===== config.mk =====
export PLATFORM = sky130hd
export DESIGN_NAME = pipeline_stall_ctrl
export DESIGN_NICKNAME = d
export VERILOG_FILES = /design/src/rtl/pipeline_stall_ctrl_pkg.sv /design/src/rtl/pipeline_stall_ctrl_sat_counter.sv /design/src/rtl/pipeline_stall_ctrl.sv
export SDC_FILE = /design/constraint.sdc
export NUM_CORES = 1
export LEC_CHECK = 0
export BUFFER_PORTS_ARGS = -buffer_cell sky130_fd_sc_hd__buf_2
export CAP_MARGIN = 15
export CORE_MARGIN = 1
export CORE_UTILIZATION = 57
export DETAILED_ROUTE_END_ITERATION = 12
export MAX_ROUTING_LAYER = met4
export PLACE_DENSITY = 0.83
export SETUP_SLACK_MARGIN = 0.5
export SLEW_MARGIN = 5
export SYNTH_ARGS = -nofsm -noshare
export SYNTH_HDL_FRONTEND = slang
export SYNTH_SLANG_ARGS = --single-unit

===== constraint.sdc =====
create_clock -name clk -period 6.2 [get_ports clk]
set_input_delay 0.93 -clock clk [delete_from_list [all_inputs] [get_ports clk]]
set_output_delay 0.93 -clock clk [all_outputs]
set_load 0.02 [all_outputs]

===== src/rtl/pipeline_stall_ctrl_pkg.sv =====
// Shared definitions for the pipeline stall controller: state encoding and
// performance counter width.
package pipeline_stall_ctrl_pkg;

    typedef enum logic [1:0] {
        IDLE      = 2'd0,
        LD_WAIT   = 2'd1,
        EXEC_RUN  = 2'd2,
        EXEC_HOLD = 2'd3
    } ctrl_state_t;

    localparam int STALL_CNT_W = 16;

    function automatic logic is_busy(input ctrl_state_t s);
        return s != IDLE;
    endfunction

endpackage


===== src/rtl/pipeline_stall_ctrl_sat_counter.sv =====
// Saturating up-counter with synchronous clear; holds at all-ones.
module sat_counter #(
    parameter int WIDTH = 16
) (
    input  logic             clk,
    input  logic             clear,
    input  logic             enable,
    output logic [WIDTH-1:0] count
);

    always_ff @(posedge clk) begin
        if (clear) begin
            count <= '0;
        end else if (enable && (count != '1)) begin
            count <= count + 1'b1;
        end
    end

endmodule


===== src/rtl/pipeline_stall_ctrl.sv =====
// Stall/flush controller for the IF/ID/EX pipeline: load-use waits, multi-cycle
// EX operations with MEM back-pressure, deferred branch flushes and a watchdog.
module pipeline_stall_ctrl
    import pipeline_stall_ctrl_pkg::*;
#(
    parameter int TIMEOUT_CYCLES = 255,
    parameter bit debug_param    = 1
) (
    input  logic                   clk,
    input  logic                   rst,
    input  logic                   rs1_rs2_valid,
    input  logic                   exec_start,
    input  logic                   exec_done,
    input  logic                   exec_accept,
    input  logic                   branch_flush,
    output logic                   stall_pipe,
    output logic                   bubble_mem,
    output logic                   flush_id,
    output logic                   flush_ex,
    output logic [1:0]             ctrl_state,
    output logic [STALL_CNT_W-1:0] stall_cycles,
    output logic                   timeout_err
);

    localparam int WD_W = (TIMEOUT_CYCLES > 1) ? $clog2(TIMEOUT_CYCLES) : 1;
    localparam logic [WD_W-1:0] WD_LAST = WD_W'(TIMEOUT_CYCLES - 1);

    ctrl_state_t     state;
    ctrl_state_t     next_state;
    logic            pending_flush;
    logic            next_pending;
    logic [WD_W-1:0] watchdog;
    logic            wd_expire;

    assign ctrl_state = state;

    always_ff @(posedge clk) begin
        if (rst) begin
            state         <= IDLE;
            pending_flush <= 1'b0;
            watchdog      <= '0;
            timeout_err   <= 1'b0;
        end else begin
            state         <= next_state;
            pending_flush <= next_pending;
            if (next_state == IDLE) begin
                watchdog <= '0;
            end else if (is_busy(state)) begin
                watchdog <= watchdog + 1'b1;
            end
            if (wd_expire) begin
                timeout_err <= 1'b1;
            end
        end
    end

    // Mealy outputs; a watchdog expiry overrides whatever the state would do.
    always_comb begin
        next_state   = state;
        next_pending = pending_flush;
        stall_pipe   = 1'b0;
        bubble_mem   = 1'b0;
        flush_id     = 1'b0;
        flush_ex     = 1'b0;
        wd_expire    = !rst && is_busy(state) && (watchdog == WD_LAST);

        if (rst) begin
            next_state   = IDLE;
            next_pending = 1'b0;
        end else if (wd_expire) begin
            flush_id     = 1'b1;
            flush_ex     = 1'b1;
            bubble_mem   = 1'b1;
            next_state   = IDLE;
            next_pending = 1'b0;
        end else begin
            case (state)
                IDLE: begin
                    if (branch_flush) begin
                        flush_id = 1'b1;
                        flush_ex = 1'b1;
                    end else if (!rs1_rs2_valid) begin
                        stall_pipe = 1'b1;
                        bubble_mem = 1'b1;
                        next_state = LD_WAIT;
                    end else if (exec_start) begin
                        if (exec_done && !exec_accept) begin
                            stall_pipe = 1'b1;
                            next_state = EXEC_HOLD;
                        end else if (!exec_done) begin
                            stall_pipe = 1'b1;
                            bubble_mem = 1'b1;
                            next_state = EXEC_RUN;
                        end
                    end
                end
                LD_WAIT: begin
                    if (branch_flush) begin
                        flush_id   = 1'b1;
                        flush_ex   = 1'b1;
                        bubble_mem = 1'b1;
                        next_state = IDLE;
                    end else if (!rs1_rs2_valid) begin
                        stall_pipe = 1'b1;
                        bubble_mem = 1'b1;
                    end else begin
                        next_state = IDLE;
                    end
                end
                // A flush arriving mid-operation is remembered and applied on completion.
                EXEC_RUN: begin
                    next_pending = pending_flush | branch_flush;
                    if (exec_done && exec_accept) begin
                        flush_id     = next_pending;
                        flush_ex     = next_pending;
                        next_pending = 1'b0;
                        next_state   = IDLE;
                    end else begin
                        stall_pipe = 1'b1;
                        bubble_mem = 1'b1;
                        if (exec_done) begin
                            next_state = EXEC_HOLD;
                        end
                    end
                end
                EXEC_HOLD: begin
                    next_pending = pending_flush | branch_flush;
                    if (exec_accept) begin
                        flush_id     = next_pending;
                        flush_ex     = next_pending;
                        next_pending = 1'b0;
                        next_state   = IDLE;
                    end else begin
                        stall_pipe = 1'b1;
                    end
                end
                default: begin
                    next_state   = IDLE;
                    next_pending = 1'b0;
                end
            endcase
        end
    end

    sat_counter #(
        .WIDTH (STALL_CNT_W)
    ) u_stall_cnt (
        .clk    (clk),
        .clear  (rst),
        .enable (stall_pipe),
        .count  (stall_cycles)
    );

`ifndef SYNTHESIS
    generate
        if (debug_param) begin : g_trace
            always @(negedge clk) begin
                if (!rst && (next_state != state)) begin
                    $write("[pipeline_stall_ctrl] %0t state %0d -> %0d\n",
                           $time, state, next_state);
                end
            end
        end
    endgenerate
`endif

endmodule


### After elaboration in Yosys (flattened, before gate mapping)

Cells that the tools add are included.

| storage, ports and cells | value |
|---|---|
| bits in registers | 28 |
| bits in latches | 0 |
| bits in writable memories | 0 |
| memory bits (read-only) | 0 |
| input bits | 7 |
| output and inout bits | 23 |
| logic and storage cells | 69 |
| memories kept | 0 |

| operators by class | value |
|---|---|
| $add $sub $neg | 2 |
| $mul | 0 |
| divide/modulo/power cells | 0 |
| magnitude comparators | 0 |
| eq/ne operators | 5 |
| shift operators | 0 |
| mux-type cells | 42 |
| bitwise gates (word level) | 1 |
| reductions and logical operators | 14 |

Operator list:

| operator | count |
|---|---|
| 1-bit 2-to-1 mux | 25 |
| 2-bit 2-to-1 mux | 12 |
| 16-bit by 1-bit adder with 16-bit output (second input constant) | 1 |
| 16-bit inequality test (second input constant) | 1 |
| 8-bit by 1-bit adder with 8-bit output (second input constant) | 1 |
| 8-bit == test (second input constant) | 1 |
| 2-bit case mux with 4 select lines | 1 |
| 1-bit case mux with 3 select lines | 2 |
| 2-bit OR reduction | 3 |
| 1-bit logical AND | 5 |
| 2-bit == test (second input constant) | 2 |
| 2-bit zero test | 2 |
| 1-bit case mux with 4 select lines | 1 |
| 2-bit nonzero test | 2 |
| 2-bit by 1-bit == test with 1-bit output (second input constant) | 1 |
| 1-bit zero test | 2 |
| 1-bit case mux with 2 select lines | 1 |
| 1-bit bitwise OR | 1 |

### Logic depth before layout (Yosys ltp)

| depth | value |
|---|---|
| depth after elaboration | 11 |
| mapped depth | 9 |
| gate-level depth less buffers | 8 |

### Cells and area by module

From an unflattened synthesis, not the netlist that was laid out.

| second synthesis, totals | value |
|---|---|
| cells, all modules | 181 |
| area, all modules | 1540.2 µm² |

By module, submodules not included:

| module | times used | cells each | area an instance (µm²) | seq. area each (µm²) |
|---|---|---|---|---|
| sat_counter | 1 | 99 | 848.3 | 320.3 |
| pipeline_stall_ctrl | 1 | 82 | 691.9 | 240.2 |

### Worst setup path after synthesis

OpenSTA, ideal clock, no wires.

| path | value |
|---|---|
| path type | input to output |
| start point | input exec_start |
| end point | output stall_pipe |
| data arrival time | 2175 ps |
| required time | 5270 ps |
| slack | 3095 ps |
| stages | 5 |
| path buffers | 1 |
| path through | nor3b_1 -> a211oi_1 -> or2_2 -> clkbuf_1 -> inv_1 |

| on the way | value |
|---|---|
| cells in the longest elaborated chain, start to end | 6 |

RTL lines:

| item | RTL line | text |
|---|---|---|
| from (decl) | pipeline_stall_ctrl.sv:12 | `input logic exec_start,` |
| 1-bit 2-to-1 mux | pipeline_stall_ctrl.sv:86 | `end else if (exec_start) begin` |
| 1-bit 2-to-1 mux | pipeline_stall_ctrl.sv:82 | `end else if (!rs1_rs2_valid) begin` |
| 1-bit 2-to-1 mux | pipeline_stall_ctrl.sv:79 | `if (branch_flush) begin` |
| 1-bit case mux with 4 select lines | pipeline_stall_ctrl.sv:77 | `case (state)` |
| 1-bit 2-to-1 mux | pipeline_stall_ctrl.sv:70 | `end else if (wd_expire) begin` |
| 1-bit 2-to-1 mux | pipeline_stall_ctrl.sv:67 | `if (rst) begin` |
| to (decl) | pipeline_stall_ctrl.sv:16 | `output logic stall_pipe,` |

No other way between the ends.

### Worst setup path in the final report

Same ends and word-level chain as after synthesis.

==> impl_metrics.env <==
export IMPL_die_width_um=51.8
export IMPL_layout_common_cells="buf_2, dfxtp_1, nor2_1, a21oi_1"
export IMPL_rows=17
export IMPL_ys_seq_area_share_pct=39.7
export IMPL_finalSetupViolCount=0
export IMPL_finish_utilization_pct=70.5
export IMPL_maxSlewHeadroom_pct=41.1
export IMPL_antenna_found_initial=0
export IMPL_fin_total_pwr_mw=0.336
export IMPL_critPathMaxStageDelay_ps=770
export IMPL_cts_tree="done"
export IMPL_dieArea_mm2=0.00268
export IMPL_syn_nets=183
export IMPL_syn2layout_area_growth_pct=13.7
export IMPL_drv_cap=0
export IMPL_num_nets_final=209
export IMPL_io_buffers=29
export IMPL_synth_avg_cell_area_um2=8.16
export IMPL_reg2reg_to="u_stall_cnt.count[10]$_SDFFE_PP0P_"
export IMPL_initial_core_util_pct=62.0
export IMPL_ant_nets=0
export IMPL_worst_pin_slew_ps=878
export IMPL_final_common_cell="buf_2"
export IMPL_r2r_start="ctrl_state[0]$_SDFF_PP0_"
export IMPL_hold_start="pending_flush$_SDFFE_PP0N_"
export IMPL_clkSlewWorstSetupHoldPaths_ps=160
export IMPL_finalWirelength_um=3190
export IMPL_htreeDepth=1
export IMPL_cp_required_ps=5270
export IMPL_busiest_layer="met2"
export IMPL_p_leak_nw=0.629
export IMPL_timing_fmax_mhz=288
export IMPL_ys_seq_elements=28
export IMPL_cp_arrival_ps=2540
export IMPL_synthFlopType="dfxtp_1"
export IMPL_worstSetupEndpointType="output port"
export IMPL_fin_crit_ps=3470
export IMPL_rrSetupSlack_ps=3830
export IMPL_synthArstFlopShare_pct=0
export IMPL_grt_max_degree=24
export IMPL_gr_usage_all_layers_pct=27.8
export IMPL_globalRouteMet1Util_pct=35.2
export IMPL_core_mm2=0.00228
export IMPL_grt_overflow_total=0
export IMPL_synth_distinct_cells=38
export IMPL_timing_critical_path_cells="buf_2 > nor3b_1 > a211oi_1 > or2_2 > inv_1 > buf_2"
export IMPL_grtUsageMet3_pct=3.22
export IMPL_vias=1383
export IMPL_grt_pass1_vias=1240
export IMPL_fillers=186
export IMPL_place_area_mm2=0.00155
export IMPL_holdPathStages=2
export IMPL_post_cts_buffers=0
export IMPL_dp_hpwl_um=2320
export IMPL_cts_sink_count=28
export IMPL_cts_buffers=3
export IMPL_drc_errors=0
export IMPL_hold_viol_final=0
export IMPL_skew_ps=10.9
export IMPL_status="finished, final reports clean"
export IMPL_fin_setup_tns_ps=0
export IMPL_drv_slew=0
export IMPL_n_antenna_cell=0
export IMPL_insertion_delay_ps=330
export IMPL_power_density_mw_per_mm2=209
export IMPL_cp_slowest_cell="a211oi_1"
export IMPL_path_common_cell="buf_2"
export IMPL_first_pass_iters=4
export IMPL_clock_path_buffers=2
export IMPL_die_y_um=51.8
export IMPL_ctsResizeCount=0
export IMPL_boundaryPins=30
export IMPL_root_buffer="clkbuf_4"
export IMPL_layout_drive_gt1_share_pct=20.2
export IMPL_routed_via_density=6.12
export IMPL_finalCritPeriodShare_pct=55.9
export IMPL_synth_edff_count=0
export IMPL_path_class="in2out"
export IMPL_postCtsHoldBufs=0
export IMPL_hp_class="reg2reg"
export IMPL_ir_worst_vdd_v=0.000146
export IMPL_cp_max_fo=8
export IMPL_wl_per_cell_um=14.1
export IMPL_synth_warning_count=0
export IMPL_grt_pass1_wl_um=5470
export IMPL_whs_endpoint="pending_flush$_SDFFE_PP0N_"
export IMPL_routabilityCongestion=0.811
export IMPL_setup_worst_path_start_class="input port"
export IMPL_synthCells=173
export IMPL_rr_worst_depth=5
export IMPL_use_met2_pct=45.9
export IMPL_postLayoutCellArea_mm2=0.00161
export IMPL_synth_area_mm2=0.00141
export IMPL_drt_iter0_drc=49
export IMPL_rsz0062_at_grt="false"
## kinds of logic (layout without fill, tap and decap cells)
group           count (synthesis)  in the layout  share of synthesized area, %
simple gates                   80             80                          29.7
flops                          28             28                          39.7
buf+inv                        14             39                          4.34
xor+xnor                       10             10                          6.21
compound gates                 36             36                          15.9
fa+ha+maj                       3              3                          2.66
mux                             2              2                          1.51
## worst max path at each step
stage	endpoint	from	slack [ps]	cells past startpoint
final	stall_pipe	exec_start	2730	6
after global routing	stall_pipe	exec_start	2640	6
after CTS	stall_pipe	exec_start	2790	6
after detailed placement	stall_pipe	exec_start	2810	6
after global placement	stall_pipe	exec_start	2890	6
after floorplan	stall_pipe	exec_start	3090	5
## Yosys cell counts (2+ instances only)
library cell / n / share of area, %
o211ai_1: 2 / 1.1
nor2b_1: 3 / 1.3
or2_2: 2 / 0.89
buf_4: 2 / 1.1
nand2_1: 10 / 2.7
dfxtp_1: 28 / 40
o21ai_0: 10 / 3.5
or3_1: 7 / 3.1
nand4_1: 8 / 3.5
nor3b_1: 2 / 1.1
ha_1: 3 / 2.7
nor2_1: 22 / 5.9
inv_1: 6 / 1.6
xnor2_1: 5 / 3.1
nor3_1: 3 / 1.1
nand3_1: 9 / 3.2
a21oi_1: 14 / 5.0
o211ai_2: 2 / 1.8
xor2_1: 5 / 3.1
and3_1: 3 / 1.3
a211oi_1: 3 / 1.6
nor4_1: 5 / 2.2
clkbuf_1: 4 / 1.1
## metal layers
layer | wire length [µm] | up-vias
met5 | 0 | -
met4 | 46 | 0
met3 | 186 | 10
met2 | 1550 | 58
met1 | 1410 | 641
li1 | - | 674
## metrics by stage
step / hold WS [ps] / instances / worst slack, ps
2_1_floorplan: 437 / 173 / 3090
3_3_place_gp: 452 / 222 / 2890
3_5_place_dp: 467 / 222 / 2810
4_1_cts: 501 / 226 / 2790
5_1_grt: 523 / 226 / 2640
6_report: 497 / 226 / 2730
## power by group
part | switching [mW] | internal (mW) | leakage, nW | total (mW)
combinational | 0.0198 | 0.0104 | 0.375 | 0.0303
sequential | 0.00362 | 0.182 | 0.226 | 0.186
clock | 0.0543 | 0.0654 | 0.0279 | 0.120
total | 0.0777 | 0.258 | 0.629 | 0.336
## flip-flops by register name, indices dropped and copies added (netlist names)
| name | cells |
|---|---|
| timeout_err | 1 |
| watchdog | 8 |
| u_stall_cnt.count | 16 |
| pending_flush | 1 |
| ctrl_state | 2 |
## critical path: cells and delay by family
family                 cells  cell delay, ps
and+or+nand+nor            2             470
AOI/OAI and AO/OA          1             770
buffers and inverters      3             350
## cell type report
class / count / area [µm²] / area share, %
inverters: 6 / 22.5 / 1.40
well taps: 28 / 35.0 / 2.18
flip-flops and latches: 28 / 561 / 34.9
clock buffers: 3 / 22.5 / 1.40
repair buffers: 29 / 145 / 9.04
clock inverters: 1 / 30.0 / 1.87
multi-input cells: 131 / 790 / 49.2
(Power assumes the default switching activity.)
